**config.mk**
```make
export PLATFORM = sky130hd
export DESIGN_NAME = bpsk_tx_frame_ctrl
export DESIGN_NICKNAME = d
export VERILOG_FILES = /design/src/rtl/bpsk_tx_frame_ctrl.sv
export SDC_FILE = /design/constraint.sdc
export NUM_CORES = 1
export LEC_CHECK = 0
export BUFFER_PORTS_ARGS = -buffer_cell sky130_fd_sc_hd__buf_2
export CAP_MARGIN = 30
export CORE_MARGIN = 2
export CORE_UTILIZATION = 40
export DETAILED_ROUTE_END_ITERATION = 8
export GPL_ROUTABILITY_DRIVEN = 0
export SYNTH_ARGS = -nofsm -noshare
export SYNTH_HDL_FRONTEND = slang
export SYNTH_SLANG_ARGS = --single-unit
```
**constraint.sdc**
```tcl
create_clock -name clk -period 4.85 [get_ports clk]
set_clock_uncertainty 0.15 [all_clocks]
set_input_delay 0.2425 -clock clk [delete_from_list [all_inputs] [get_ports clk]]
set_output_delay 0.2425 -clock clk [all_outputs]
set_load 0.01 [all_outputs]
```
**src/rtl/bpsk_tx_frame_ctrl.sv**
```systemverilog
// BPSK transmit frame sequencer: serialises preamble, sync word, length byte and
// payload onto the modem bit interface, holding each bit for SYM_CYCLES clocks.
module bpsk_tx_frame_ctrl #(
  parameter int unsigned SYM_CYCLES    = 20,
  parameter int unsigned PREAMBLE_BITS = 16,
  parameter logic [15:0] SYNC_WORD     = 16'hD391,
  parameter int unsigned GAP_BITS      = 4
) (
  input  logic       clk,
  input  logic       rst,
  input  logic       start,
  input  logic [7:0] frame_len,
  input  logic [7:0] s_data,
  input  logic       s_valid,
  output logic       s_ready,
  output logic       bit_data,
  output logic       bit_en,
  output logic       busy,
  output logic       done,
  output logic       underrun
);

  typedef enum logic [2:0] {
    S_IDLE, S_PREAMBLE, S_SYNC, S_LEN, S_PAYLOAD, S_GAP
  } state_t;

  localparam int unsigned SYM_W     = $clog2(SYM_CYCLES);
  localparam int unsigned FIELD_MAX = (PREAMBLE_BITS > 16)
                                      ? ((PREAMBLE_BITS > GAP_BITS) ? PREAMBLE_BITS : GAP_BITS)
                                      : ((GAP_BITS > 16) ? GAP_BITS : 16);
  localparam int unsigned BIT_W     = $clog2(FIELD_MAX);

  state_t           state_q;
  logic [SYM_W-1:0] sym_cnt_q;
  logic [BIT_W-1:0] bit_cnt_q;
  logic [7:0]       len_q;
  logic [7:0]       hold_q;
  logic             hold_full_q;
  logic [14:0]      shift_q;
  logic [7:0]       acc_cnt_q;
  logic [7:0]       sent_cnt_q;
  logic             bit_data_q;
  logic             bit_en_q;
  logic             busy_q;
  logic             done_q;
  logic             underrun_q;

  logic bit_strobe;
  logic byte_boundary;
  logic handshake;
  logic underrun_d;

  assign bit_strobe = (sym_cnt_q == SYM_W'(SYM_CYCLES - 1));
  assign handshake  = s_valid && s_ready;

  // Last bit of a field after which a fresh payload byte must go on air.
  assign byte_boundary = (bit_cnt_q == BIT_W'(7)) &&
                         ((state_q == S_LEN) ||
                          ((state_q == S_PAYLOAD) && (sent_cnt_q != len_q)));

  // Looks one cycle ahead so the pulse lines up with the strobe cycle of the
  // boundary while still accounting for a byte accepted on the edge before it.
  assign underrun_d = byte_boundary && (sym_cnt_q == SYM_W'(SYM_CYCLES - 2)) &&
                      !hold_full_q && !handshake;

  assign s_ready  = ((state_q == S_SYNC) || (state_q == S_LEN) || (state_q == S_PAYLOAD)) &&
                    !hold_full_q && (acc_cnt_q < len_q);
  assign bit_data = bit_data_q;
  assign bit_en   = bit_en_q;
  assign busy     = busy_q;
  assign done     = done_q;
  assign underrun = underrun_q;

  // NOTE: state uses non-blocking assignments so every register samples pre-edge values.
  always_ff @(posedge clk) begin
    if (rst) begin
      // NOTE: hold_q payload is not reset; hold_full_q alone marks it valid.
      state_q     <= S_IDLE;
      sym_cnt_q   <= '0;
      bit_cnt_q   <= '0;
      len_q       <= '0;
      hold_full_q <= 1'b0;
      shift_q     <= '0;
      acc_cnt_q   <= '0;
      sent_cnt_q  <= '0;
      bit_data_q  <= 1'b0;
      bit_en_q    <= 1'b0;
      busy_q      <= 1'b0;
      done_q      <= 1'b0;
      underrun_q  <= 1'b0;
    end else begin
      done_q     <= 1'b0;
      underrun_q <= underrun_d;

      if (handshake) begin
        hold_q      <= s_data;
        hold_full_q <= 1'b1;
        acc_cnt_q   <= acc_cnt_q + 1'b1;
      end

      if (state_q != S_IDLE) begin
        sym_cnt_q <= bit_strobe ? '0 : sym_cnt_q + 1'b1;
      end

      case (state_q)
        S_IDLE: begin
          if (start && (frame_len != 8'd0)) begin
            state_q     <= S_PREAMBLE;
            len_q       <= frame_len;
            sym_cnt_q   <= '0;
            bit_cnt_q   <= '0;
            acc_cnt_q   <= '0;
            sent_cnt_q  <= '0;
            hold_full_q <= 1'b0;
            bit_data_q  <= 1'b1;
            bit_en_q    <= 1'b1;
            busy_q      <= 1'b1;
          end
        end

        S_PREAMBLE: begin
          if (bit_strobe) begin
            if (bit_cnt_q == BIT_W'(PREAMBLE_BITS - 1)) begin
              state_q    <= S_SYNC;
              bit_cnt_q  <= '0;
              bit_data_q <= SYNC_WORD[15];
              shift_q    <= SYNC_WORD[14:0];
            end else begin
              bit_cnt_q  <= bit_cnt_q + 1'b1;
              bit_data_q <= ~bit_data_q;
            end
          end
        end

        S_SYNC: begin
          if (bit_strobe) begin
            if (bit_cnt_q == BIT_W'(15)) begin
              state_q    <= S_LEN;
              bit_cnt_q  <= '0;
              bit_data_q <= len_q[7];
              shift_q    <= {len_q[6:0], 8'h00};
            end else begin
              bit_cnt_q  <= bit_cnt_q + 1'b1;
              bit_data_q <= shift_q[14];
              shift_q    <= {shift_q[13:0], 1'b0};
            end
          end
        end

        S_LEN, S_PAYLOAD: begin
          if (bit_strobe) begin
            if (bit_cnt_q != BIT_W'(7)) begin
              bit_cnt_q  <= bit_cnt_q + 1'b1;
              bit_data_q <= shift_q[14];
              shift_q    <= {shift_q[13:0], 1'b0};
            end else if (byte_boundary && hold_full_q) begin
              state_q     <= S_PAYLOAD;
              bit_cnt_q   <= '0;
              bit_data_q  <= hold_q[7];
              shift_q     <= {hold_q[6:0], 8'h00};
              hold_full_q <= 1'b0;
              sent_cnt_q  <= sent_cnt_q + 1'b1;
            end else begin
              // Frame complete, or underrun: either way the gap follows and
              // anything left in the holding register is dropped.
              state_q     <= S_GAP;
              bit_cnt_q   <= '0;
              bit_data_q  <= 1'b0;
              bit_en_q    <= 1'b0;
              hold_full_q <= 1'b0;
            end
          end
        end

        S_GAP: begin
          if (bit_strobe) begin
            if (bit_cnt_q == BIT_W'(GAP_BITS - 1)) begin
              state_q     <= S_IDLE;
              bit_cnt_q   <= '0;
              acc_cnt_q   <= '0;
              sent_cnt_q  <= '0;
              hold_full_q <= 1'b0;
              busy_q      <= 1'b0;
              done_q      <= 1'b1;
            end else begin
              bit_cnt_q <= bit_cnt_q + 1'b1;
            end
          end
        end

        default: state_q <= S_IDLE;
      endcase
    end
  end

endmodule
```
Word-level counts from Yosys, hierarchy flattened
Cells that the tools add are included.
Widths: inputs -> output; s select.
- logic and storage cells: 151
- input port bits: 20
- bits in registers: 65
- bitwise logic cells: 4
- reductions and logical operators: 36
- multiplexer cells: 67
- $lt $le $gt $ge: 1
- equal/unequal tests: 25
- $add $sub $neg: 4
- operators by type and width (operator ; count):
    $mux 15 ; 7
    $mux 8 ; 10
    $pmux 15 s3 ; 1
    $mux 4 ; 7
    $mux 3 ; 9
    $pmux 8 s3 ; 1
    $mux 1 ; 21
    $mux 5 ; 4
    $ne 2x2->1 const B ; 10
    $add 8x1->8 const B ; 2
    $pmux 4 s4 ; 1
    $pmux 8 s2 ; 1
    $pmux 3 s5 ; 1
    $reduce_and 5->1 ; 3
    $eq 5x5->1 const B ; 2
    $logic_and 1x1->1 ; 10
    $reduce_and 9->1 ; 1
    $reduce_bool 3->1 ; 3
    $lt 8x8->1 ; 1
    $ne 8x8->1 ; 1
    $reduce_bool 4->1 ; 2
    $reduce_bool 8->1 ; 1
    $reduce_and 7->1 ; 1
    $eq 3x2->1 const B ; 2
    23 further kinds ; 35

Depth between registers and ports, before layout
Gate-level depths: netlist (run 1).
- depth after elaboration: 10
- mapped depth: 9

Worst setup path after synthesis (run 1)
Ideal clock, no wire load.
- kind: register to register
- from: register len_q[6]
- to: register hold_q[0], enable pin
- data required time: 4317 ps
- slack: 2369 ps
- arrival: 1947 ps
- cell stages (with the launch flop): 7
- cell sequence: dfxtp_1 inv_1 ha_1 a21o_1 a211oi_1 o21ai_1 nor3_1
- word-level cells in the longest chain between the ends: 4
- ends and longest elaborated chain (what ; line ; source):
    start: declaration ; 36 ; logic [7:0] len_q;
    start signal: assignment ; 109 ; len_q <= frame_len;
    $lt 8x8->1 ; 67 ; !hold_full_q && (acc_cnt_q < len_q);
    $logic_and 1x1->1 ; 67 ;
    $logic_and 1x1->1 ; 54 ; assign handshake = s_valid && s_ready;
    $reduce_and 2->1 (no source line) ; -- ;
    end signal: assignment ; 96 ; hold_q <= s_data;
    end: declaration ; 37 ; logic [7:0] hold_q;
No other way between the ends.
A chain may end at the register's enable or synchronous reset.

Final worst setup path (run 1)
- from: register state_q[0]
- to: register sent_cnt_q[5]
- word-level cells in the longest chain between the ends: 7
- elaborated cells on any way between the ends: 18
- those cells by class: eq/ne: 9; mux: 1; reduce/logical: 8
- ends and longest elaborated chain (what ; line ; source):
    start: declaration ; 33 ; state_t state_q;
    start signal: assignment ; 78 ; state_q <= S_IDLE;
    start signal: assignment ; 108 ; state_q <= S_PREAMBLE;
    start signal: assignment ; 124 ; state_q <= S_SYNC;
    $eq 3x3->1 ; 59, 105 ;
    $logic_and 1x1->1 ; 59 ; ((state_q == S_PAYLOAD) && (sent_cnt_q != len_q)));
    $logic_or 1x1->1 ; 58 ; ((state_q == S_LEN) ||
    $logic_and 1x1->1 ; 57 ; assign byte_boundary = (bit_cnt_q == BIT_W'(7)) &&
    $logic_and 1x1->1 ; 156 ; end else if (byte_boundary && hold_full_q) begin
    $ne 2x2->1 (no source line) ; -- ;
    $reduce_and 7->1 (no source line) ; -- ;
    end signal: assignment ; 162 ; sent_cnt_q <= sent_cnt_q + 1'b1;
    end: declaration ; 41 ; logic [7:0] sent_cnt_q;
Parallel ways exist; a longest one is shown, timed or not.

==> flow_metrics.env, run 1 <==
export IMPL_timing_critical_path_mode_cell="a21oi_1"
export IMPL_grt_overflow=0
export IMPL_critical_path_slowest_cell="dfxtp_1"
export IMPL_syn_instance_count=413
export IMPL_yosysWarnings=0
export IMPL_worstPathRequired_ns=4.97
export IMPL_drv_slew=0
export IMPL_tightest_slew_ns=0.9521
export IMPL_postRouteAntennaNets=0
export IMPL_grt_pass1_wl_um=13850
export IMPL_cts_buffer_depth=2
export IMPL_slew_headroom_pct=36.04
export IMPL_hpwl_um=5869
export IMPL_diodes=0
export IMPL_final_cell_mix="57 x dfxtp_1, 48 x a21oi_1, 42 x nand2_1, 37 x nor2_1, 28 x nand3_1"
export IMPL_dr_total_vias=3016
export IMPL_synthTopCellsByArea="dfxtp_1 33%, a21oi_1 7.2%, edfxtp_1 7.0%"
export IMPL_status="finished, final reports clean"
export IMPL_synthesis_area_um2=3410
export IMPL_die_height_um=96.33
export IMPL_io_buffers=25
export IMPL_final_common_cell="dfxtp_1"
export IMPL_synth_top_area_cell="dfxtp_1"
export IMPL_tritoncts="yes"
export IMPL_grt_usage_pct=19.62
export IMPL_worstPathArrival_ns=3.13
export IMPL_hold_viol_final=0
export IMPL_crit_type="register to register"
export IMPL_worstPathCellList="nand3b_1 -> a211oi_4 -> a21oi_1 -> nand4bb_4 -> or3_1 -> a21oi_1"
export IMPL_dieArea_um2=9279
export IMPL_utilization_pct=47.00
export IMPL_hold_path_class="primary input to register"
export IMPL_worst_path_max_fanout=19
export IMPL_synth_edf_count=8
export IMPL_fin_crit_sh_pct=62.13
export IMPL_crit_buf_inv=0
export IMPL_syn_to_final_growth_pct=13.83
export IMPL_drcViolationCount=0
export IMPL_wire_per_inst_um=15.03
export IMPL_rows=33
export IMPL_htree_num_levels=3
export IMPL_dieWidth_um=96.33
export IMPL_drive_above_1_share_pct=11.26
export IMPL_cts_resized=0
export IMPL_final_area_um2=3881
export IMPL_finalSetupViolCount=0
export IMPL_rsz0062_at_grt="no"
export IMPL_critPathCaptureType="register"
export IMPL_ir_worst_vdd_v=0.0001284
export IMPL_cts_buffers=9
export IMPL_cp_slowest_stage_delay_ns=0.73
export IMPL_power_density_nw_per_um2=304.7
export IMPL_place_area_um2=3605
export IMPL_drt_wl_total_um=8253
export IMPL_yosys_cell_types_count=52
export IMPL_grt_max_degree=47
export IMPL_antenna_found_initial=0
export IMPL_drt_initial_drc_count=164
export IMPL_ys_seq_area_share_pct=40.51
export IMPL_drt_pre_antenna_iters=5
export IMPL_num_io_pins=26
export IMPL_clk_pin_slew_ns=0.07
export IMPL_cts_sinks=65
export IMPL_timing_fmax_mhz=331.8
export IMPL_synth_nets=445
export IMPL_ys_seq_elements=65
export IMPL_cp_top_family="simple AND/OR/NAND/NOR gates"
export IMPL_synthFlopType="dfxtp_1"
export IMPL_coreArea_um2=8258
export IMPL_finalCriticalPeriod_ns=3.014
export IMPL_grt_pass1_vias=2791
export IMPL_hold_buffers=8
export IMPL_synth_top_area_share_pct=33.47
export IMPL_final_setup_tns_ns=0
export IMPL_worstSetupStartpointType="register"
export IMPL_p_leak_nw=1.365
export IMPL_clk_latency_ns=0.34
export IMPL_maxCapViolCount=0
export IMPL_async_reset_ff_share_pct=0
export IMPL_post_cts_buffers=0
export IMPL_start_util_pct=41.29
export IMPL_cts_root_buffer="clkbuf_8"
export IMPL_avgSynthCellArea_um2=8.255
export IMPL_drt_vias_per_instance=5.494
export IMPL_finalNetCount=471
-- cells by family after synthesis --
| logic type | count (synthesis) | share of synthesized area, % |
|---|---|---|
| mux | 3 | 0.9174 |
| xor+xnor | 17 | 4.367 |
| buf+inv | 40 | 5.027 |
| simple gates | 165 | 24.22 |
| compound gates | 111 | 20.55 |
| flops | 65 | 40.51 |
| fa+ha+maj | 12 | 4.404 |
-- metrics by stage --
stage / total power, mW / hold WS (ns) / std cells / worst slack, ns
after floorplan: 0.6870 / 0.1914 / 413 / 2.369
after global placement: 0.7274 / 0.2695 / 523 / 1.944
after detailed placement: 0.7283 / 0.2706 / 524 / 1.870
after CTS: 1.193 / 0.002543 / 548 / 1.838
after global routing: 1.237 / 0.007371 / 549 / 1.551
final: 1.183 / 0.007916 / 549 / 1.836
-- synth_stat cells (3+ instances only) --
cell type	number
edfxtp_1	8
a21o_1	6
dfxtp_1	57
o21ai_0	17
ha_1	12
a211oi_1	10
a311oi_1	5
nand3_1	28
a221oi_1	4
or3_1	8
buf_1	3
nand4_1	5
nand2b_1	9
and3_1	5
nand2_1	42
buf_2	5
nor3_1	12
xnor2_1	16
nor4_1	3
a21oi_1	49
inv_1	17
a222oi_1	3
clkbuf_1	13
or4_1	3
nor2_1	37
-- cell type report --
type / count / area (um2)
tap: 105 / 131.4
clock buffer: 13 / 148.9
sequential: 65 / 1381
inverter: 17 / 63.81
multi-input combinational: 308 / 1866
clock inverter: 3 / 40.04
fill: 828 / 4377
timing repair buffer: 38 / 250.2
-- path summary, 6_finish.rpt --
| path | startpoint | endpoint | slack [ns] | cells past startpoint |
|---|---|---|---|---|
| max reg2reg | state_q[0]$_SDFFE_PP0P_ | sent_cnt_q[5]$_SDFFE_PP0P_ | 1.84 | 6 |
| min | frame_len[5] | len_q[5]$_SDFFE_PP0P_ | 0.008 | 3 |
| min reg2reg | busy$_SDFFE_PP0P_ | busy$_SDFFE_PP0P_ | 0.32 | 2 |
| max | state_q[0]$_SDFFE_PP0P_ | sent_cnt_q[5]$_SDFFE_PP0P_ | 1.84 | 6 |
-- routing by layer --
metal / global-route usage [%] / wire length (um) / vias to the layer above
li1: - / - / 1541
met1: 27.85 / 4041 / 1406
met2: 29.92 / 3777 / 58
met3: 4.699 / 330 / 11
met4: 5.047 / 103 / 0
met5: 0 / 0 / -
-- sequential cells by signal, indices dropped and copies added, names as in the netlist --
name	count
state_q	3
bit_cnt_q	4
len_q	8
busy	1
shift_q	15
hold_full_q	1
acc_cnt_q	8
done	1
sym_cnt_q	5
bit_data	1
hold_q	8
sent_cnt_q	8
underrun	1
bit_en	1
-- power by group --
group,total (mW),internal (mW),switching (mW),leakage (nW)
Sequential,0.577,0.556,0.0211,0.534
Combinational,0.144,0.0555,0.0890,0.734
Clock,0.461,0.251,0.210,0.0974
-- worst reg2reg max path: stages (launching register included) --
cell and delay, ns:
dfxtp_1 0.73, nand3b_1 0.36, a211oi_4 0.66, a21oi_1 0.15, nand4bb_4 0.35, or3_1 0.40, a21oi_1 0.15
Power figures use the tool's default switching activity.
==> run 2: changes to the inputs <==
- clock period: 4.85 -> 2.6 ns (I/O delays scaled with it)
==> flow_metrics.env, run 2 (same netlist as run 1, synthesis figures left out) <==
export IMPL_drt_vias_per_instance=5.481
export IMPL_grt_met3_usage_pct=4.150
export IMPL_drv_slew=0
export IMPL_critPathCaptureType="primary output"
export IMPL_rows=33
export IMPL_maxCapViolCount=0
export IMPL_timing_fmax_mhz=409.5
export IMPL_coreArea_um2=8258
export IMPL_tritoncts="yes"
export IMPL_dieWidth_um=96.33
export IMPL_clk_pin_slew_ns=0.08
export IMPL_final_area_um2=4245
export IMPL_post_place_ws_ns=0.05704
export IMPL_drive_above_1_share_pct=17.86
export IMPL_crit_buf_inv=3
export IMPL_worst_path_max_fanout=9
export IMPL_grt_pass1_wl_um=14770
export IMPL_drt_initial_drc_count=208
export IMPL_finalSetupViolCount=0
export IMPL_setup_slack_ns=0.1579
export IMPL_die_height_um=96.33
export IMPL_grt_use_met2_pct=34.03
export IMPL_final_cell_mix="56 x dfxtp_1, 48 x a21oi_1, 42 x nand2_1, 37 x nor2_1, 35 x buf_4"
export IMPL_io_buffers=25
export IMPL_grt_use_met1_pct=27.37
export IMPL_clk_latency_ns=0.35
export IMPL_largest_register_ffs=15
export IMPL_slew_headroom_pct=53.36
export IMPL_htree_num_levels=3
export IMPL_grt_overflow=0
export IMPL_cts_buffer_depth=2
export IMPL_power_mw=2.227
export IMPL_drcViolationCount=0
export IMPL_finalCriticalPeriod_ns=2.442
export IMPL_seqPwrFrac_pct=47.4
export IMPL_p_sw_mw=0.6028
export IMPL_utilization_pct=51.41
export IMPL_wire_per_inst_um=15.20
export IMPL_cp_slowest_stage_delay_ns=0.34
export IMPL_hold_worst_slack_ns=0.03819
export IMPL_diodes=0
export IMPL_place_inst=554
export IMPL_drt_pre_antenna_iters=5
export IMPL_top_usage_layer="met2"
export IMPL_power_density_nw_per_um2=524.5
export IMPL_switching_share_pct=27.07
export IMPL_hpwl_um=6448
export IMPL_dieArea_um2=9279
export IMPL_p_leak_nw=1.570
export IMPL_crit_type="register to primary output"
export IMPL_fin_crit_sh_pct=93.93
export IMPL_finalNetCount=515
export IMPL_tightest_slew_ns=0.6958
export IMPL_final_setup_tns_ns=0
export IMPL_cts_buffers=9
export IMPL_worstPathArrival_ns=2.16
export IMPL_dr_total_vias=3245
export IMPL_critical_path_slowest_cell="dfxtp_1"
export IMPL_drt_wl_total_um=9000
export IMPL_status="finished, final reports clean"
export IMPL_cp_top_family="compound AO/OA/AOI/OAI gates"
export IMPL_grt_max_degree=30
export IMPL_grt_usage_pct=21.07
export IMPL_combPwrFrac_pct=15.9
export IMPL_p_int_mw=1.624
export IMPL_hold_path_class="primary input to register"
export IMPL_worstPathRequired_ns=2.32
export IMPL_worstSetupStartpointType="register"
export IMPL_hold_viol_final=0
export IMPL_power_frac_clock_pct=36.7
export IMPL_place_area_um2=3830
export IMPL_final_cells=592
export IMPL_antenna_found_initial=0
export IMPL_largest_register="shift_q"
export IMPL_grt_pass1_vias=3017
export IMPL_postRouteAntennaNets=0
export IMPL_syn_to_final_growth_pct=24.51
export IMPL_cts_sinks=65
export IMPL_start_util_pct=41.29
export IMPL_cts_root_buffer="clkbuf_8"
export IMPL_worstPathCellList="inv_1 -> ha_1 -> a21o_1 -> a211oi_1 -> o21ai_1 -> buf_4 -> a211oi_2 -> buf_2"
export IMPL_num_io_pins=26
export IMPL_ir_worst_vdd_v=0.0002652
export IMPL_final_common_cell="dfxtp_1"
==> run 2: worst reg2reg max path, delay by kind of cell (launching register included) <==
family / cells / cell delay (ns)
buf+inv: 3 / 1.03
flops: 1 / 0.31
simple gates: 2 / 0.70
compound gates: 1 / 0.13
==> run 2: final timing paths <==
| kind | startpoint | endpoint | slack [ns] | depth (start not counted) |
|---|---|---|---|---|
| worst max register to register | state_q[2]$_SDFFE_PP0P_ | len_q[1]$_SDFFE_PP0P_ | 0.20 | 6 |
| worst max-delay path | len_q[6]$_SDFFE_PP0P_ | s_ready | 0.16 | 8 |
| worst min-delay path | rst | sym_cnt_q[4]$_SDFF_PP0_ | 0.04 | 2 |
| worst min register to register | busy$_SDFFE_PP0P_ | busy$_SDFFE_PP0P_ | 0.31 | 2 |
==> run 2: area by class of cell <==
cell class,count,area [um2]
clock inverter,4,45.04
fill,793,4013
inverter,17,63.81
sequential,65,1383
timing repair buffer,82,608.1
multi-input combinational,308,1883
tap,105,131.4
clock buffer,11,131.4
==> run 2: power by group through the flow <==
stage / Combinational, mW / Sequential, mW / Clock [mW]
floorplan: 0.203 / 1.08 / 0
global placement: 0.312 / 1.08 / 0
detailed placement: 0.316 / 1.08 / 0
CTS: 0.342 / 1.05 / 0.835
global route: 0.394 / 1.06 / 0.888
finish: 0.354 / 1.06 / 0.817
==> run 2: repair_timing <==
item / CTS / global route
hold buffers: 20 / 0
gates resized for setup: 0 / 5
endpoints found under the hold margin: 16 / 0
buffers inserted: 0 / 3
setup endpoints to repair: 0 / 24
==> run 2: layer usage <==
layer | share of wire, % | wire, um
met1 | 46 | 4105
met2 | 48 | 4276
met3 | 5.0 | 446
met4 | 1.9 | 171
met5 | 0 | 0
==> run 3: changes to the inputs <==
- PLACE_DENSITY: unset -> 0.54
- clock period: 2.6 -> 2.67 ns (I/O delays scaled with it)
==> flow_metrics.env, run 3 (same netlist as run 1, synthesis figures left out) <==
export IMPL_post_place_ws_ns=0.1867
export IMPL_worstSetupStartpointType="register"
export IMPL_largest_register_ffs=15
export IMPL_worstPathArrival_ns=2.65
export IMPL_finalSetupViolCount=0
export IMPL_clk_latency_ns=0.34
export IMPL_drt_pre_antenna_iters=6
export IMPL_hold_viol_final=0
export IMPL_antenna_found_initial=0
export IMPL_drt_wl_total_um=9102
export IMPL_hpwl_um=6426
export IMPL_post_cts_buffers=0
export IMPL_p_int_mw=1.535
export IMPL_power_frac_clock_pct=36.0
export IMPL_finalCriticalPeriod_ns=2.536
export IMPL_final_cells=585
export IMPL_syn_to_final_growth_pct=22.35
export IMPL_combPwrFrac_pct=15.7
export IMPL_drv_slew=0
export IMPL_power_density_nw_per_um2=508.9
export IMPL_setup_slack_ns=0.1341
export IMPL_maxCapViolCount=0
export IMPL_status="finished, final reports clean"
export IMPL_dr_total_vias=3211
export IMPL_clk_pin_slew_ns=0.08
export IMPL_power_mw=2.123
export IMPL_timing_fmax_mhz=394.3
export IMPL_drt_vias_per_instance=5.489
export IMPL_dieWidth_um=96.33
export IMPL_seqPwrFrac_pct=48.4
export IMPL_tritoncts="yes"
export IMPL_grt_overflow=0
export IMPL_ir_worst_vdd_v=0.0002511
export IMPL_rows=33
export IMPL_critPathLaunch="state_q[1]$_SDFFE_PP0P_"
export IMPL_dieArea_um2=9279
export IMPL_drive_above_1_share_pct=15.83
export IMPL_wire_per_inst_um=15.56
export IMPL_crit_type="register to register"
export IMPL_final_common_cell="dfxtp_1"
export IMPL_grt_usage_pct=21.08
export IMPL_coreArea_um2=8258
export IMPL_grt_pass1_vias=3038
export IMPL_hold_path_class="primary input to register"
export IMPL_htree_num_levels=3
export IMPL_fin_crit_sh_pct=94.98
export IMPL_worst_path_max_fanout=14
export IMPL_hold_path_startpoint="rst"
export IMPL_grt_max_degree=28
export IMPL_tightest_slew_ns=0.5735
export IMPL_start_util_pct=41.29
export IMPL_holdPathEnd="bit_cnt_q[2]$_SDFFE_PP0P_"
export IMPL_p_leak_nw=1.520
export IMPL_r2r_worst_path_cells=7
export IMPL_r2r_end="sent_cnt_q[3]$_SDFFE_PP0P_"
export IMPL_switching_share_pct=27.71
export IMPL_largest_register="shift_q"
export IMPL_cts_root_buffer="clkbuf_8"
export IMPL_drcViolationCount=0
export IMPL_final_setup_tns_ns=0
export IMPL_finalNetCount=507
export IMPL_final_cell_mix="57 x dfxtp_1, 47 x a21oi_1, 42 x nand2_1, 37 x nor2_1, 28 x nand3_1"
export IMPL_postRouteAntennaNets=0
export IMPL_place_inst=549
export IMPL_min_path_cells=2
export IMPL_num_io_pins=26
export IMPL_rsz0062_at_grt="no"
export IMPL_cts_sinks=65
export IMPL_slew_headroom_pct=61.63
export IMPL_die_height_um=96.33
export IMPL_cts_buffers=9
export IMPL_drt_initial_drc_count=162
export IMPL_p_sw_mw=0.5882
export IMPL_grt_pass1_wl_um=14790
export IMPL_worstPathRequired_ns=2.79
export IMPL_diodes=0
export IMPL_r2r_setup_slack_ns=0.13
export IMPL_r2r_start="state_q[1]$_SDFFE_PP0P_"
export IMPL_cts_buffer_depth=2
export IMPL_io_buffers=25
export IMPL_critPathCaptureType="register"
==> run 3: through the flow <==
stage,instance area [um2],hold slack [ns],utilization [%]
final,4172,0.05391,50.52
after global routing,4172,0.06769,50.52
after CTS,4165,0.03708,50.44
after detailed placement,3790,0.1616,45.89
after global placement,3770,0.1603,45.65
after floorplan,3410,0.08237,-
==> run 3: critical path, stage by stage, from the launching register on <==
cell	delay, ns
dfxtp_1	0.32
or3b_1	0.51
buf_4	0.21
a211oi_4	0.29
a21oi_1	0.11
nand4bb_4	0.33
or3_1	0.40
a21oi_1	0.15
==> run 3: per-layer routing <==
layer	GRT usage (%)	up-vias	routed length (um)
li1	-	1614	-
met1	27.75	1515	4329
met2	34.38	71	4305
met3	3.602	11	318
met4	8.333	0	148
met5	0	-	0
==> run 3: power by group through the flow <==
stage	clock [mW]	sequential, mW	combinational, mW
3_5_place_dp	0	1.05	0.305
2_1_floorplan	0	1.05	0.197
5_1_grt	0.822	1.03	0.370
3_3_place_gp	0	1.05	0.302
4_1_cts	0.787	1.03	0.331
6_report	0.764	1.03	0.332
==> run 3: layout make-up <==
| class | count | area (um2) |
|---|---|---|
| clock inverters | 2 | 12.51 |
| well taps | 105 | 131.4 |
| clock buffers | 14 | 162.7 |
| inverters | 17 | 63.81 |
| multi-input cells | 308 | 1872 |
| flip-flops and latches | 65 | 1381 |
| fillers | 819 | 4086 |
| repair buffers | 74 | 548.0 |
==> run 3: repair_timing <==
| item | in CTS | in global routing |
|---|---|---|
| endpoints found under the hold margin | 16 | 0 |
| setup endpoints to repair | 0 | 5 |
| resized for setup | 0 | 3 |
| hold buffers | 20 | 0 |
==> run 3: worst max path at each step <==
| stage | endpoint | slack, ns | cells after the start |
|---|---|---|---|
| finish | sent_cnt_q[3]$_SDFFE_PP0P_ | 0.13 | 7 |
| global route | sent_cnt_q[2]$_SDFFE_PP0P_ | 0.02 | 8 |
| CTS | sent_cnt_q[3]$_SDFFE_PP0P_ | 0.15 | 7 |
| detailed placement | sent_cnt_q[6]$_SDFFE_PP0P_ | 0.19 | 7 |
| global placement | hold_q[0]$_DFFE_PP_ | 0.12 | 6 |
| floorplan | hold_q[0]$_DFFE_PP_ | 0.19 | 6 |
